## config.mk

```make
export PLATFORM = sky130hd
export DESIGN_NAME = ring_drain_tracker
export DESIGN_NICKNAME = d
export VERILOG_FILES = /design/src/rtl/md_pkg.sv /design/src/rtl/valid_popcount.sv /design/src/rtl/ring_drain_tracker.sv
export SDC_FILE = /design/constraint.sdc
export NUM_CORES = 1
export LEC_CHECK = 0
export BUFFER_PORTS_ARGS = -buffer_cell sky130_fd_sc_hd__buf_2
export CAP_MARGIN = 20
export CELL_PAD_IN_SITES_DETAIL_PLACEMENT = 2
export CELL_PAD_IN_SITES_GLOBAL_PLACEMENT = 2
export CORE_MARGIN = 1.5
export CORE_UTILIZATION = 34
export CTS_CLUSTER_DIAMETER = 100
export DETAILED_ROUTE_END_ITERATION = 12
export PLACE_DENSITY = 0.93
export SKIP_LAST_GASP = 1
export SLEW_MARGIN = 10
export SYNTH_ARGS = -nofsm -noshare
export SYNTH_HDL_FRONTEND = slang
export SYNTH_SLANG_ARGS = --single-unit
```

## constraint.sdc

```tcl
create_clock -name clk -period 10.5 [get_ports clk]
set_input_delay 0.525 -clock clk [delete_from_list [all_inputs] [get_ports clk]]
set_output_delay 0.525 -clock clk [all_outputs]
set_load 0.02 [all_outputs]
```

## src/rtl/md_pkg.sv

```systemverilog
`default_nettype none
// ----------------------------------------------------------------------------
// | md_pkg                                                                   |
// | Shared types and constants for the ring drain tracker.                   |
// | Rev 1.0 - initial release                                                |
// ----------------------------------------------------------------------------
package md_pkg;

  // Drain tracker states
  typedef enum logic [1:0] {
    COLLECT = 2'd0,
    DRAIN   = 2'd1,
    DONE    = 2'd2
  } drain_state_t;

  // Default array size and the popcount width it implies
  localparam int DEF_NUM_CELLS = 64;
  localparam int POPCNT_WIDTH  = $clog2(DEF_NUM_CELLS + 1);

endpackage
`default_nettype wire

```

## src/rtl/valid_popcount.sv

```systemverilog
`default_nettype none
// ----------------------------------------------------------------------------
// | valid_popcount                                                           |
// | Registered population count of a per-node valid vector.                  |
// | Rev 1.0 - initial release                                                |
// ----------------------------------------------------------------------------
module valid_popcount
  import md_pkg::*;
#(
  parameter int NUM_BITS    = DEF_NUM_CELLS,
  parameter int COUNT_WIDTH = POPCNT_WIDTH
) (
  input  logic                   clk,
  input  logic                   rst,
  input  logic [NUM_BITS-1:0]    bits,
  output logic [COUNT_WIDTH-1:0] count
);

  logic [COUNT_WIDTH-1:0] w_sum;
  logic [COUNT_WIDTH-1:0] r_count;

  // Sum of set bits in the current vector
  always_comb begin
    w_sum = '0;
    for (int i = 0; i < NUM_BITS; i++) begin
      w_sum = w_sum + COUNT_WIDTH'(bits[i]);
    end
  end

  // Register the count so the wide adder tree gets a full cycle
  always_ff @(posedge clk or negedge rst) begin
    if (!rst) begin
      r_count <= '0;
    end else begin
      r_count <= w_sum;
    end
  end

  assign count = r_count;

endmodule
`default_nettype wire

```

## src/rtl/ring_drain_tracker.sv

```systemverilog
`default_nettype none
// ----------------------------------------------------------------------------
// | ring_drain_tracker                                                       |
// | Tracks reference writeback completion and exact ring occupancy, and      |
// | declares the drain complete once the ring is provably empty.             |
// | Rev 1.0 - initial release                                                |
// ----------------------------------------------------------------------------
module ring_drain_tracker
  import md_pkg::*;
#(
  parameter int NUM_CELLS      = DEF_NUM_CELLS,
  parameter int INFLIGHT_WIDTH = 12,
  parameter int SETTLE_CYCLES  = 2,
  parameter int STAT_WIDTH     = 16
) (
  input  logic                      clk,
  input  logic                      rst,
  input  logic [NUM_CELLS-1:0]      ref_wb_issued,
  input  logic [NUM_CELLS-1:0]      inject_valid,
  input  logic [NUM_CELLS-1:0]      inject_ready,
  input  logic [NUM_CELLS-1:0]      eject_valid,
  input  logic                      goto_next_ref,
  input  logic                      iter_start,
  output logic                      all_ref_wb_issued,
  output logic                      interconnect_empty,
  output logic [INFLIGHT_WIDTH-1:0] inflight_count,
  output logic [STAT_WIDTH-1:0]     drain_cycles,
  output logic                      err_underflow,
  output logic                      err_overflow,
  output logic                      err_early_wb
);

  localparam int c_CNT_W    = $clog2(NUM_CELLS + 1);
  localparam int c_SUM_W    = INFLIGHT_WIDTH + 1;
  localparam int c_SETTLE_W = $clog2(SETTLE_CYCLES + 1);
  localparam logic [c_SETTLE_W-1:0] c_SETTLE_LAST = c_SETTLE_W'(SETTLE_CYCLES - 1);

  logic [NUM_CELLS-1:0]      w_handshake;
  logic [c_CNT_W-1:0]        r_inj;
  logic [c_CNT_W-1:0]        r_ej;
  logic [c_SUM_W-1:0]        w_sum;
  logic [c_SUM_W-1:0]        w_ej_ext;
  logic [c_SUM_W-1:0]        w_diff;
  logic [INFLIGHT_WIDTH-1:0] w_inflight_nxt;
  logic                      w_under;
  logic                      w_over;
  logic                      w_idle;
  logic [INFLIGHT_WIDTH-1:0] r_inflight;

  drain_state_t              r_state,  w_state_nxt;
  logic [NUM_CELLS-1:0]      r_sticky, w_sticky_nxt;
  logic [c_SETTLE_W-1:0]     r_settle, w_settle_nxt;
  logic [STAT_WIDTH-1:0]     r_acc,    w_acc_nxt;
  logic [STAT_WIDTH-1:0]     r_drain,  w_drain_nxt;
  logic [STAT_WIDTH-1:0]     w_acc_inc;
  logic                      w_early_wb;
  logic                      r_err_under, r_err_over, r_err_early;

  assign w_handshake = inject_valid & inject_ready;

  valid_popcount #(.NUM_BITS(NUM_CELLS), .COUNT_WIDTH(c_CNT_W)) u_inj_pop (
    .clk   (clk),
    .rst   (rst),
    .bits  (w_handshake),
    .count (r_inj)
  );

  valid_popcount #(.NUM_BITS(NUM_CELLS), .COUNT_WIDTH(c_CNT_W)) u_ej_pop (
    .clk   (clk),
    .rst   (rst),
    .bits  (eject_valid),
    .count (r_ej)
  );

  // One extra bit of headroom lets overflow show up as the top bit
  assign w_sum    = c_SUM_W'(r_inflight) + c_SUM_W'(r_inj);
  assign w_ej_ext = c_SUM_W'(r_ej);
  assign w_diff   = w_sum - w_ej_ext;

  // Clamp the in-flight update at zero and at all-ones, flagging either event
  always_comb begin
    w_under        = 1'b0;
    w_over         = 1'b0;
    w_inflight_nxt = w_diff[INFLIGHT_WIDTH-1:0];
    if (w_sum < w_ej_ext) begin
      w_under        = 1'b1;
      w_inflight_nxt = '0;
    end else if (w_diff[INFLIGHT_WIDTH]) begin
      w_over         = 1'b1;
      w_inflight_nxt = '1;
    end
  end

  // Empty means nothing counted, nothing in the popcount stage, nothing on the wires
  assign w_idle = (r_inflight == '0) && (r_inj == '0) && (r_ej == '0) &&
                  !(|w_handshake) && !(|eject_valid);

  assign w_acc_inc = (r_acc == '1) ? r_acc : r_acc + STAT_WIDTH'(1);

  // Next-state, sticky collection, settle counting and drain statistic
  always_comb begin
    w_state_nxt  = r_state;
    w_sticky_nxt = r_sticky;
    w_settle_nxt = r_settle;
    w_acc_nxt    = r_acc;
    w_drain_nxt  = r_drain;
    w_early_wb   = 1'b0;
    if (iter_start) begin
      w_state_nxt  = COLLECT;
      w_sticky_nxt = '0;
      w_settle_nxt = '0;
      w_early_wb   = (r_state != COLLECT) && (|ref_wb_issued);
    end else begin
      case (r_state)
        COLLECT: begin
          w_sticky_nxt = r_sticky | ref_wb_issued;
          w_settle_nxt = '0;
          w_acc_nxt    = '0;
          if (&r_sticky) begin
            w_state_nxt = DRAIN;
          end
        end
        DRAIN: begin
          w_early_wb   = |ref_wb_issued;
          w_acc_nxt    = w_acc_inc;
          w_settle_nxt = w_idle ? r_settle + c_SETTLE_W'(1) : '0;
          if (goto_next_ref) begin
            w_state_nxt  = COLLECT;
            w_sticky_nxt = '0;
          end else if (w_idle && (r_settle == c_SETTLE_LAST)) begin
            w_state_nxt = DONE;
            w_drain_nxt = w_acc_inc;
          end
        end
        DONE: begin
          w_early_wb = |ref_wb_issued;
          if (goto_next_ref) begin
            w_state_nxt  = COLLECT;
            w_sticky_nxt = '0;
          end
        end
        default: begin
          w_state_nxt  = COLLECT;
          w_sticky_nxt = '0;
        end
      endcase
    end
  end

  // State, counters and sticky error flags
  always_ff @(posedge clk or negedge rst) begin
    if (!rst) begin
      r_state     <= COLLECT;
      r_sticky    <= '0;
      r_settle    <= '0;
      r_acc       <= '0;
      r_drain     <= '0;
      r_inflight  <= '0;
      r_err_under <= 1'b0;
      r_err_over  <= 1'b0;
      r_err_early <= 1'b0;
    end else begin
      r_state     <= w_state_nxt;
      r_sticky    <= w_sticky_nxt;
      r_settle    <= w_settle_nxt;
      r_acc       <= w_acc_nxt;
      r_drain     <= w_drain_nxt;
      r_inflight  <= w_inflight_nxt;
      r_err_under <= r_err_under | w_under;
      r_err_over  <= r_err_over  | w_over;
      r_err_early <= r_err_early | w_early_wb;
    end
  end

  assign all_ref_wb_issued  = (r_state == DRAIN) || (r_state == DONE);
  assign interconnect_empty = (r_state == DONE);
  assign inflight_count     = r_inflight;
  assign drain_cycles       = r_drain;
  assign err_underflow      = r_err_under;
  assign err_overflow       = r_err_over;
  assign err_early_wb       = r_err_early;

endmodule
`default_nettype wire

```

# Word-level counts from Yosys, hierarchy flattened
# Cells that the tools add are included.
[op_classes]
bitwise = 7
mux = 21
magnitude_cmp = 1
add_sub_neg = 130
reduce_logical = 24
eq_ne = 8
[ops]
columns = ["cell", "count"]
rows = [
  ["$add 7x1->7", 124],
  ["$reduce_or 64->1", 3],
  ["$mux 64", 2],
  ["$pmux 64 s2", 1],
  ["$and 64x64->64", 1],
  ["$or 64x64->64", 1],
  ["$reduce_and 64->1", 1],
  ["$pmux 16 s2", 1],
  ["$mux 12", 2],
  ["$add 16x1->16 const B", 1],
  ["$eq 16x16->1 const B", 1],
  ["$mux 16", 1],
  ["$logic_not 7->1", 2],
  ["$mux 2", 7],
  ["$add 12x7->13", 1],
  ["$lt 13x7->1", 1],
  ["$sub 13x7->13", 1],
  ["$logic_not 12->1", 1],
  ["$logic_and 1x1->1", 6],
  ["$ne 3x3->1 const B", 2],
  ["$pmux 2 s3", 1],
  ["$mux 1", 5],
  ["$add 1x1->2", 2],
  ["$eq 2x1->1 const B", 2],
  ["16 further kinds", 21],
]
[totals]
input_bits = 260
elab_cells = 202
ff_bits = 129
out_inout_bits = 33

# Logic depth before layout (Yosys ltp)
# Gate-level depths: netlist of run 1.
[logic_depth]
word_depth = 64
depth_mapped = 23
mapped_depth_nobuf = 23

# By module
# Synthesis of run 1 repeated with hierarchy kept, for this count alone.
[unflattened]
hier_cells = 1147
hier_area_um2 = 10646.5
[modules_own_cells]
columns = ["mod", "n_inst", "area_per_inst_um2", "seq_area_each_um2", "cells_each"]
rows = [
  ["ring_drain_tracker", 1, 6760.2, 2877.8, 769],
  ["valid_popcount (u_ej_pop)", 1, 1945.6, 175.2, 189],
  ["valid_popcount (u_inj_pop)", 1, 1940.6, 175.2, 189],
]

# Worst setup path before layout of run 1
# OpenSTA, ideal clock, no wires.
[synth_path]
path_kind = "input to register"
startpoint = "input inject_valid[0]"
endpoint = "register u_inj_pop.r_count[6], in the netlist u_inj_pop.count[6]"
setup_time_ps = 122
stages = 22
required_ps = 10378
setup_slack_ps = 4370
path_buffers = 0
arrival_ps = 6008
cell_sequence = "and2_1 -> inv_1 -> ha_1 -> inv_1 -> fa_1 -> fa_1 -> fa_1 -> fa_1 -> fa_1 -> fa_1 -> fa_1 -> inv_1 -> fa_1 -> inv_1 -> fa_1 -> inv_1 -> fa_1 -> a21o_1 -> a21oi_1 -> nor2b_1 -> o21ai_0 -> nand2b_1"
[synth_via]
elab_chain_len = 64
[synth_lines]
columns = ["item", "line_no", "source"]
rows = [
  ["start: declaration", "ring_drain_tracker.sv:19", "input logic [NUM_CELLS-1:0] inject_valid,"],
  ["$and 64x64->64", "ring_drain_tracker.sv:59", "assign w_handshake = inject_valid & inject_ready;"],
  ["$add 1x1->2", "valid_popcount.sv:26", "w_sum = w_sum + COUNT_WIDTH'(bits[i]);"],
  ["$add 7x1->7 (62 in series)", "valid_popcount.sv:26", ""],
  ["via u_inj_pop.w_sum[6]", "valid_popcount.sv:19", "logic [COUNT_WIDTH-1:0] w_sum;"],
  ["end signal: assignment", "valid_popcount.sv:35", "r_count <= w_sum;"],
  ["end: declaration", "valid_popcount.sv:20", "logic [COUNT_WIDTH-1:0] r_count;"],
]
# The timed path passes the listed nets, and every way through them passes these cells.
# A chain may end at the register's enable or synchronous reset.

# Worst setup path after layout of run 1
[layout_path]
startpoint = "input inject_valid[52]"
endpoint = "register u_inj_pop.r_count[6], in the netlist u_inj_pop.count[6]"
[layout_via]
elab_chain_len = 13
[layout_lines]
columns = ["item", "line_no"]
rows = [
  ["$and 64x64->64", "ring_drain_tracker.sv:59"],
  ["$add 7x1->7 (12 in series)", "valid_popcount.sv:26"],
  ["via u_inj_pop.w_sum[6]", "valid_popcount.sv:19"],
]
# The timed path passes the listed nets, and every way through them passes these cells.

==> impl_metrics.ini, run 1 <==
[route]
post_drt_wl_per_cell_um = 23.9
drtIter0Drc = 380
wirelength_um = 42100
ant_nets = 0
firstDrtPassIters = 4
drcViolationCount = 0
vias = 9480
vias_per_cell = 5.38

[worst_setup_path]
critPathMaxStageDelay_ns = 0.60
crit_path_max_fanout = 2
crit_slowest_cell = fa_1
crit_chain = buf_2 -> and2_1 -> fa_1 -> fa_1 -> inv_1 -> fa_1 -> fa_1 -> fa_1 -> fa_1 -> fa_1 -> inv_1 -> fa_1 -> inv_1 -> fa_1 -> inv_1 -> fa_1 -> a21o_1 -> a21oi_1 -> nor2b_1 -> o21ai_0 -> nand2b_1
worstSetupEndpointType = flop
crit_buf_inv = 5
arrival_ns = 6.71
worstRegToRegCells = 14
crit_type = primary input to flop
rrSetupSlack_ns = 6.18
critPathTopFamily = adder cells
crit_top_cell = fa_1
r2r_start = inflight_count[0]
worst_setup_path_start_kind = primary input
cp.required_ns = 10.80
r2r_end = inflight_count[9]

[cts]
root_buffer = clkbuf_16
ctsResizeCount = 0
cts_hold_buf = 0
cts_made_buffers = 17
clock_sinks = 129
clk_pin_slew_ns = 0.07
cts_tree = yes
clock_path_buffers = 2
post-cts-setup-buffers = 0
clock_latency_ns = 0.43
ctsHtreeMaxLevel = 4

[floorplan]
die_area_um2 = 31100
num_rows = 63
die_x_um = 176
start_util = 0.345
core-area_um2 = 29600
die_h_um = 176
pin_count = 293

[timing]
fmax_ghz = 0.156
slew_headroom = 0.334
fin_crit_sh = 0.611
drv_slew = 0
worst_pin_slew_ns = 0.999
setup_tns_ns = 0
worst_hold_slack_ns = 0.266
report.final.hold_viol_count = 0
fin_skew_ns = 0.0135
fin_crit_ns = 6.41
grt_setup_unrepaired = no
finalSetupViolCount = 0

[power_and_ir_drop]
p_clk_frac = 0.113
power_density_nw_per_um2 = 417
intPower_w = 0.00267
swShare = 0.495
p_sw_w = 0.00262
seqPwrFrac = 0.138
p_comb_frac = 0.749
max-vdd-ir-drop_uv = 378
p_leak_nw = 6.53

[logic_synthesis]
synth_flop_cell = dfrtp_1
ys_warn_count = 0
synth-seq-area-share = 0.316
synthCells = 1068
ys_seq_elements = 129
synth_edf_count = 0
synth-async-reset-ratio = 1.00
synth_area_um2 = 10200
yosys.area.top_type_share = 0.316
yosysTopAreaCell = dfrtp_1
yosys-top-cells-area = dfrtp_1 32%, fa_1 22%, ha_1 6.5%, inv_1 6.5%, a21oi_1 4.4%
syn_nets = 1491
synth.avg_cell_area_um2 = 9.55
synth_cell_type_count = 58

[worst_hold_path]
worst_hold_path_type = primary input to asynchronous set/reset pin

[global_route]
grt_overflow = 0
grt_pass1_wl_um = 65300
grt_antenna_before_repair = 3
globalRouteTotalUtil = 0.281
grt_pass1_vias = 11500
grt_max_degree = 77

[layout]
drive_above_1_share = 0.262
fin_nets = 1779
n_fill_cell = 3271
area_growth_pct = 24.2

[placed_design]
place_congestion = 0.889
port_buffers = 292
hpwl_um = 35200

[job]
maxCapViolations = 0

[status]
outcome = finished clean
[through the flow]
stage / power (W) / std cells / utilization / setup WS [ns] / cell area [µm²]
2_1_floorplan: 0.00345 / 1068 / - / 4.37 / 10200
3_3_place_gp: 0.00405 / 1726 / 0.408 / 4.11 / 12100
3_5_place_dp: 0.00470 / 1727 / 0.408 / 3.67 / 12100
4_1_cts: 0.00533 / 1759 / 0.428 / 4.12 / 12700
5_1_grt: 0.00575 / 1761 / 0.429 / 3.96 / 12700
6_report: 0.00528 / 1761 / 0.429 / 4.09 / 12700
[placed cells by master (no fill, tap or decap), drive strengths merged, types with 8 or more instances in the layout]
cell / instances
o31ai: 9
inv: 186
fa: 110
nand4: 46
dfrtp: 129
nor3: 14
nand3: 12
xor2: 10
clkbuf: 17
nand2b: 9
o21ai: 29
a21o: 11
a31oi: 8
xnor2: 17
a21oi: 89
nor2: 97
and2: 15
nor4: 46
ha: 53
mux2: 19
nand2: 76
buf: 295
[worst register-to-register path, delay by kind of cell (launching register included)]
kind | cells | cell delay [ns]
DFF | 1 | 0.43
muxes | 1 | 0.48
and+or+nand+nor | 1 | 0.13
adders and majority gates | 3 | 1.01
buffers and inverters | 1 | 0.10
AOI/OAI and AO/OA | 8 | 2.07
[registers in the layout, indices dropped and copies added, names as in the netlist]
register and flops:
r_acc 16, err_underflow 1, r_state 2, err_overflow 1, r_settle 2, inflight_count 12, u_inj_pop.count 7, r_sticky 64
err_early_wb 1, drain_cycles 16, u_ej_pop.count 7
[logic make-up (layout without fill, tap and decap cells)]
family          count (synthesis)  after routing  synth area share
simple gates                  348            348             0.174
fa+ha+maj                     163            163             0.281
xor+xnor                       27             27            0.0232
flops                         129            129             0.316
mux                            23             23            0.0282
compound gates                176            176             0.101
other cells                     0              2                 0
buf+inv                       202            503            0.0763
[synthesized netlist by cell type, types with 17 or more instances]
| master | instances |
|---|---|
| nand2_1 | 76 |
| clkbuf_1 | 22 |
| nor2_1 | 96 |
| fa_1 | 110 |
| nand4_1 | 46 |
| o21ai_0 | 29 |
| nor4_1 | 43 |
| a21oi_1 | 89 |
| xnor2_1 | 17 |
| inv_1 | 176 |
| dfrtp_1 | 129 |
| ha_1 | 53 |
[layer usage]
metal / up-vias / part of all wire / GRT usage
li1: 4156 / - / -
met3: 113 / 0.047 / 0.0388
met4: 0 / 0.056 / 0.158
met1: 4844 / 0.36 / 0.301
met5: - / 0 / 0
met2: 367 / 0.54 / 0.527
[power by group through the flow]
stage               sequential [W]  combinational [W]  clock [W]
finish                    0.000730            0.00396   0.000596
global route              0.000738            0.00439   0.000623
CTS                       0.000731            0.00399   0.000606
detailed placement        0.000738            0.00396          0
global placement          0.000731            0.00332          0
floorplan                 0.000726            0.00273          0
[cell type report]
type / instances / area (µm²) / share of cell area
Multi-Input combinational cell: 737 / 6210 / 0.491
Sequential cell: 129 / 3230 / 0.255
Timing Repair Buffer: 295 / 1490 / 0.117
Inverter: 176 / 661 / 0.0522
Tap cell: 390 / 488 / 0.0385
Clock buffer: 17 / 425 / 0.0336
Clock inverter: 15 / 160 / 0.0126
Antenna cell: 2 / 5.00 / 0.000395
[how the worst max path moves through the flow]
| stage | from | to | depth (start not counted) |
|---|---|---|---|
| 2_1_floorplan | inject_valid[0] | u_inj_pop.count[6] | 22 |
| 3_3_place_gp | inject_valid[46] | u_inj_pop.count[6] | 22 |
| 3_5_place_dp | inject_valid[52] | u_inj_pop.count[6] | 21 |
| 4_1_cts | inject_valid[52] | u_inj_pop.count[6] | 21 |
| 5_1_grt | inject_valid[0] | u_inj_pop.count[6] | 23 |
| 6_report | inject_valid[52] | u_inj_pop.count[6] | 21 |
Power figures use the tool's default switching activity.
==> run 2: changes to the inputs <==
--- a/config.mk
+++ b/config.mk
@@ -10,10 +10,10 @@
 export CELL_PAD_IN_SITES_DETAIL_PLACEMENT = 2
 export CELL_PAD_IN_SITES_GLOBAL_PLACEMENT = 2
 export CORE_MARGIN = 1.5
-export CORE_UTILIZATION = 34
+export CORE_UTILIZATION = 29
 export CTS_CLUSTER_DIAMETER = 100
 export DETAILED_ROUTE_END_ITERATION = 12
-export PLACE_DENSITY = 0.93
+export PLACE_DENSITY = 0.85
 export SKIP_LAST_GASP = 1
 export SLEW_MARGIN = 10
 export SYNTH_ARGS = -nofsm -noshare
==> constraint.sdc (replaced) <==
create_clock -name clk -period 5.2 [get_ports clk]
set_input_delay 0.26 -clock clk [delete_from_list [all_inputs] [get_ports clk]]
set_output_delay 0.26 -clock clk [all_outputs]
set_load 0.02 [all_outputs]
==> run 2 against run 1 <==
- the flow now finishes with violations (negative setup slack)
- combinational power increased to 2.6 times the previous value
- power increased by 140%
- register-to-register slack got worse by 5.3 ns
- first-iteration DRC count decreased by 11%
- final area increased by 6.1%
- critical path depth increased by 2
- die area increased by 17%
- non-clock buffer count increased by 70
- hold slack got worse by 0.17 ns
- global-route usage decreased by 3.8 points
- via count increased by 0.85%
- clock skew decreased by 0.0031 ns
==> impl_metrics.ini, run 2 (synthesis results as in run 1) <==
[power_and_ir_drop]
power_density_nw_per_um2 = 954
seqPwrFrac = 0.115
p_clk_frac = 0.089
swShare = 0.466
max-vdd-ir-drop_uv = 1190
p_leak_nw = 6.86
intPower_w = 0.00685
p_sw_w = 0.00597
p_comb_frac = 0.796

[route]
drcViolationCount = 0
wirelength_um = 43000
ant_nets = 0
vias_per_cell = 5.05
firstDrtPassIters = 4
post_drt_wl_per_cell_um = 22.7
vias = 9561
drtIter0Drc = 339

[global_route]
grt_overflow = 0
grt_pass1_wl_um = 66100
grt_antenna_before_repair = 2
grt_pass1_vias = 11500
grt_max_degree = 65
globalRouteTotalUtil = 0.242

[timing]
slew_headroom = 0.445
finalWorstSetupSlack_ns = -0.546
finalSetupViolCount = 12
fmax_ghz = 0.174
grt_setup_unrepaired = yes
drv_slew = 0
fin_skew_ns = 0.0104
fin_crit_sh = 1.10
report.final.hold_viol_count = 0
worst_pin_slew_ns = 0.825
fin_crit_ns = 5.75

[worst_setup_path]
r2r_start = inflight_count[0]
crit_chain = buf_6 -> and2_4 -> inv_2 -> ha_4 -> inv_2 -> fa_1 -> fa_1 -> fa_1 -> fa_1 -> fa_1 -> fa_1 -> fa_1 -> inv_2 -> fa_2 -> inv_2 -> fa_2 -> inv_2 -> fa_2 -> a21o_1 -> a21oi_2 -> nor2b_1 -> o21ai_1 -> nand2b_1
arrival_ns = 6.06
cp.required_ns = 5.52
crit_type = primary input to flop
worst_setup_path_start_kind = primary input
crit_slowest_cell = fa_1
cp-startpoint = inject_valid[0]
worstRegToRegCells = 14
worstSetupEndpointType = flop
crit_path_max_fanout = 2
critPathMaxStageDelay_ns = 0.56
crit_top_cell = fa_1

[layout]
antenna_cells = 0
top_register = r_sticky
area_growth_pct = 31.7
largest_reg_flops = 64
layout_commonest_cell = buf_2
fin_cells = 1894
n_fill_cell = 3867
fin_nets = 1849
post-route-cell-area_um2 = 13400
final_cell_mix = 286 x buf_2, 163 x inv_1, 129 x dfrtp_1, 96 x nor2_1, 95 x fa_1
drive_above_1_share = 0.327

[status]
violations = negative setup slack
outcome = finished, violations left

[placed_design]
port_buffers = 292
hpwl_um = 35500
dpl.cell_count = 1854
place_congestion = 0.893
dpl_cell_area_um2 = 12700

[floorplan]
die_area_um2 = 36300
num_rows = 68
die_x_um = 191
start_util = 0.295
die_h_um = 191
pin_count = 293
core-area_um2 = 34500

[cts]
clock_sinks = 129
clock_latency_ns = 0.44
cts_made_buffers = 17
cts_tree = yes
clk_pin_slew_ns = 0.06
clock_path_buffers = 2
ctsHtreeMaxLevel = 4
root_buffer = clkbuf_16

[job]
maxCapViolations = 0

[worst_hold_path]
worst_hold_path_type = primary input to flop
min_from = ref_wb_issued[63]
hold_depth = 3
==> run 2: changes by cell type in the layout (fill, tap and decap cells not counted), moves of 4 or more <==
cell   change
buf_6      +6
inv_8      -4
fa_2      +15
buf_2      -5
buf_4     +64
inv_1     -13
inv_2     +10
fa_1      -15
==> run 2: power by group through the flow <==
| stage | clock, W | combinational (W) | sequential [W] |
|---|---|---|---|
| CTS | 0.00117 | 0.00959 | 0.00147 |
| finish | 0.00114 | 0.0102 | 0.00147 |
| global route | 0.00120 | 0.0112 | 0.00149 |
| global placement | 0 | 0.00762 | 0.00148 |
| floorplan | 0 | 0.00571 | 0.00147 |
| detailed placement | 0 | 0.00877 | 0.00148 |
==> run 2: final cells by class <==
cell class | instances | area (µm²) | area share
clock buffers | 19 | 453 | 0.0337
clock inverters | 13 | 101 | 0.00754
inverters | 176 | 676 | 0.0503
flip-flops and latches | 129 | 3230 | 0.240
well taps | 455 | 569 | 0.0424
multi-input cells | 737 | 6330 | 0.471
repair buffers | 365 | 2080 | 0.155
==> run 2: worst max-delay path, delay by kind of cell <==
kind / cells / cell delay (ns)
buffers and inverters: 6 / 0.33
AOI/OAI and AO/OA: 3 / 0.49
adders and majority gates: 11 / 4.68
and+or+nand+nor: 3 / 0.29
==> run 2: stage by stage <==
step / power (W) / setup WS, ns / utilization / TNS (ns) / hold WS, ns
5_1_grt: 0.0139 / -0.692 / 0.389 / -4.54 / 0.0954
3_3_place_gp: 0.00910 / -0.776 / 0.367 / -7.01 / 0.311
3_5_place_dp: 0.0103 / -1.14 / 0.368 / -10.14 / 0.323
6_report: 0.0128 / -0.546 / 0.389 / -3.26 / 0.0927
4_1_cts: 0.0122 / -0.515 / 0.388 / -3.34 / 0.0726
2_1_floorplan: 0.00718 / -0.553 / - / -3.48 / -0.0356
==> run 2: final timing paths <==
path | endpoint | slack (ns)
max in group asynchronous | r_acc[4] | 3.74
hold reg to reg | err_underflow | 0.46
setup / recovery | u_inj_pop.count[6] | -0.55
hold / removal | r_sticky[63] | 0.09
min in group asynchronous | inflight_count[8] | 0.40
setup reg to reg | inflight_count[7] | 0.92
==> run 2: layer usage <==
metal | global-route usage | up-vias | routed length, µm
met3 | 0.0361 | 87 | 1760
met5 | 0 | - | 17
met2 | 0.460 | 339 | 23200
met1 | 0.266 | 4848 | 16400
li1 | - | 4285 | -
met4 | 0.102 | 2 | 1660
==> run 2: timing repair <==
action | in CTS | in global routing
hold buffers | 1 | 0
endpoints found under the setup margin | 12 | 12
buffers inserted | 8 | 4
resized for setup | 24 | 14
pin swaps | 30 | 26
endpoints found under the hold margin | 43 | 0
cloned | 0 | 0
==> run 3: changes to the inputs <==
--- a/config.mk
+++ b/config.mk
@@ -14,8 +14,10 @@
 export CTS_CLUSTER_DIAMETER = 100
 export DETAILED_ROUTE_END_ITERATION = 12
 export PLACE_DENSITY = 0.85
+export SKIP_CTS_REPAIR_TIMING = 1
 export SKIP_LAST_GASP = 1
 export SLEW_MARGIN = 10
 export SYNTH_ARGS = -nofsm -noshare
 export SYNTH_HDL_FRONTEND = slang
+export SYNTH_HIERARCHICAL = 1
 export SYNTH_SLANG_ARGS = --single-unit
==> run 3 against run 2 <==
- final cell count up 3.7%
- first-iteration DRC count up 3.2%
- non-clock buffer count down 12
- maximum frequency up 3.5%
- routed wire length down 2.7%
- final area up 2.4%
- die area up 4.3%
- sequential share of layout area down 0.56 points
- critical endpoint is now u_inj_pop/count[5]
- clock skew up 0.0083 ns
- the run still ends with negative setup slack left
- area after synthesis up 4.4%
- global-route usage down 2.1 points
==> impl_metrics.ini, run 3 <==
[route]
vias_per_cell = 5.03
drtIter0Drc = 350
post_drt_wl_per_cell_um = 21.3
firstDrtPassIters = 4
drcViolationCount = 0
ant_nets = 0
wirelength_um = 41900
vias = 9879

[status]
outcome = finished, violations left
violations = negative setup slack

[logic_synthesis]
ys_seq_elements = 129
synth-seq-area-share = 0.303
synth_area_um2 = 10600
synth.avg_cell_area_um2 = 9.28
yosys.area.top_type_share = 0.303
synthCells = 1147
ys_warn_count = 6
syn_nets = 1568
synth-async-reset-ratio = 1.00
synth_cell_type_count = 68
yosysTopAreaCell = dfrtp_1
synth_flop_cell = dfrtp_1
ys_top_cells_by_count = 210 x inv_1, 129 x dfrtp_1, 110 x fa_1
yosys-top-cells-area = dfrtp_1 30%, fa_1 21%, inv_1 7.4%, ha_1 6.0%, a21oi_1 4.6%
yosysMostFrequentCell = inv_1
synth_edf_count = 0

[layout]
largest_reg_flops = 64
post-route-cell-area_um2 = 13800
top_register = r_sticky
n_fill_cell = 3984
fin_nets = 1909
seq_area_um2 = 3230
final_cell_mix = 286 x buf_2, 192 x inv_1, 129 x dfrtp_1, 105 x nor2_1, 97 x fa_1
area_growth_pct = 29.2
fin_cells = 1965
multiInputGateArea_um2 = 6670
drive_above_1_share = 0.297
layout_commonest_cell = buf_2

[worst_setup_path]
crit_slowest_cell = fa_2
rrSetupSlack_ns = 0.87
crit_type = primary input to flop
cp.required_ns = 5.54
crit_path_max_fanout = 2
r2r_start = inflight_count[0]
worst_setup_path_start_kind = primary input
critPathTopFamily = adder cells
arrival_ns = 5.90
critPathMaxStageDelay_ns = 0.56
r2r_end = inflight_count[8]
worstRegToRegCells = 15
crit_chain = buf_2 -> and2_4 -> inv_2 -> fa_1 -> inv_2 -> fa_2 -> inv_2 -> fa_2 -> fa_1 -> inv_2 -> fa_1 -> fa_1 -> fa_1 -> inv_2 -> fa_1 -> inv_2 -> ha_4 -> a211oi_4 -> or4b_1 -> o2111ai_2
worstSetupEndpointType = flop
crit_buf_inv = 7

[cts]
cts_made_buffers = 17
clk_pin_slew_ns = 0.06
ctsHtreeMaxLevel = 4
cts_tree = yes
root_buffer = clkbuf_16
clock_sinks = 129
clock_path_buffers = 2
clock_latency_ns = 0.44

[worst_hold_path]
min_from = ref_wb_issued[21]
min_to = r_sticky[21]
hold_depth = 3
worst_hold_path_type = primary input to flop

[floorplan]
start_util = 0.297
core-area_um2 = 35800
die_h_um = 195
pin_count = 293
die_x_um = 195
num_rows = 69
die_area_um2 = 37900

[timing]
finalSetupViolCount = 8
slew_headroom = 0.388
setup_tns_ns = -1.84
fin_crit_sh = 1.07
fin_skew_ns = 0.0187
worst_hold_slack_ns = 0.0896
fmax_ghz = 0.180
fin_crit_ns = 5.55
drv_slew = 0
report.final.hold_viol_count = 0
finalWorstSetupSlack_ns = -0.352
grt_setup_unrepaired = yes
worst_pin_slew_ns = 0.917

[global_route]
grt_pass1_vias = 11500
grt_overflow = 0
globalRouteTotalUtil = 0.222
grt_max_degree = 65
grt_antenna_before_repair = 5
grt_pass1_wl_um = 64100

[placed_design]
place_congestion = 0.827
hpwl_um = 35200
dpl.cell_count = 1924
port_buffers = 292
dpl_cell_area_um2 = 13100

[job]
maxCapViolations = 0
-- run 3: cell count changes in the layout (fill, tap and decap cells not counted), moves of 7 or more --
cell / change
and2_1: +52
nand2_1: -45
inv_1: +29
a22oi_1: +12
o21ai_0: +12
buf_4: -9
mux2_2: -9
mux2_4: -9
nand4_1: -9
nor2_1: +9
a21oi_1: +8
inv_2: +7
or4_1: +7
-- run 3: cell families (layout without fill, tap and decap cells) --
| family | Yosys count | after routing | synth area share |
|---|---|---|---|
| multiplexers | 6 | 6 | 0.00611 |
| AO/OA/AOI/OAI | 225 | 225 | 0.130 |
| XOR/XNOR | 30 | 30 | 0.0247 |
| adder cells (fa/ha/maj) | 161 | 161 | 0.267 |
| buffers and inverters | 241 | 594 | 0.0870 |
| flip-flops | 129 | 129 | 0.303 |
| AND/OR/NAND/NOR | 355 | 355 | 0.182 |
| other | 0 | 4 | 0 |
-- run 3: stage by stage --
stage          utilization  setup WS (ns)
6_report             0.384         -0.352
5_1_grt              0.384         -0.487
4_1_cts              0.379         -0.365
3_5_place_dp         0.364         -0.809
3_3_place_gp         0.364         -0.635
2_1_floorplan            -         -0.256
-- run 3: worst register-to-register path, delay by kind of cell (launching register included) --
| family | cells | cell delay, ns |
|---|---|---|
| compound gates | 5 | 1.45 |
| xor+xnor | 1 | 0.18 |
| fa+ha+maj | 3 | 0.94 |
| buf+inv | 2 | 0.32 |
| flops | 1 | 0.41 |
| simple gates | 4 | 0.85 |
-- run 3: area by class of cell --
class | count | area share
inverter | 210 | 0.0578
multi-input combinational | 777 | 0.484
tap | 461 | 0.0419
sequential | 129 | 0.235
timing repair buffer | 353 | 0.143
antenna | 4 | 0.000727
clock buffer | 22 | 0.0330
clock inverter | 9 | 0.00446
-- run 3: worst max-delay path by stage --
stage                               to        startpoint  slack [ns]  cells past startpoint
CTS                 u_inj_pop/count[5]  inject_valid[14]       -0.37                     18
floorplan           u_inj_pop/count[6]  inject_valid[26]       -0.26                     18
detailed placement  u_inj_pop/count[5]  inject_valid[50]       -0.81                     20
finish              u_inj_pop/count[5]  inject_valid[54]       -0.35                     20
global placement    u_inj_pop/count[6]  inject_valid[14]       -0.63                     17
global route        u_inj_pop/count[6]  inject_ready[54]       -0.49                     19
-- run 3: per-layer routing --
| metal | track usage | up-vias | part of all wire |
|---|---|---|---|
| met3 | 0.0304 | 49 | 0.035 |
| met1 | 0.249 | 5041 | 0.40 |
| met5 | 0 | - | 0.00031 |
| li1 | - | 4521 | - |
| met2 | 0.428 | 266 | 0.55 |
| met4 | 0.0683 | 2 | 0.021 |
Power of run 3 is left out: the tool's default activity adds up to more than one toggle a clock period on the data nets, which glitch-free logic cannot reach.
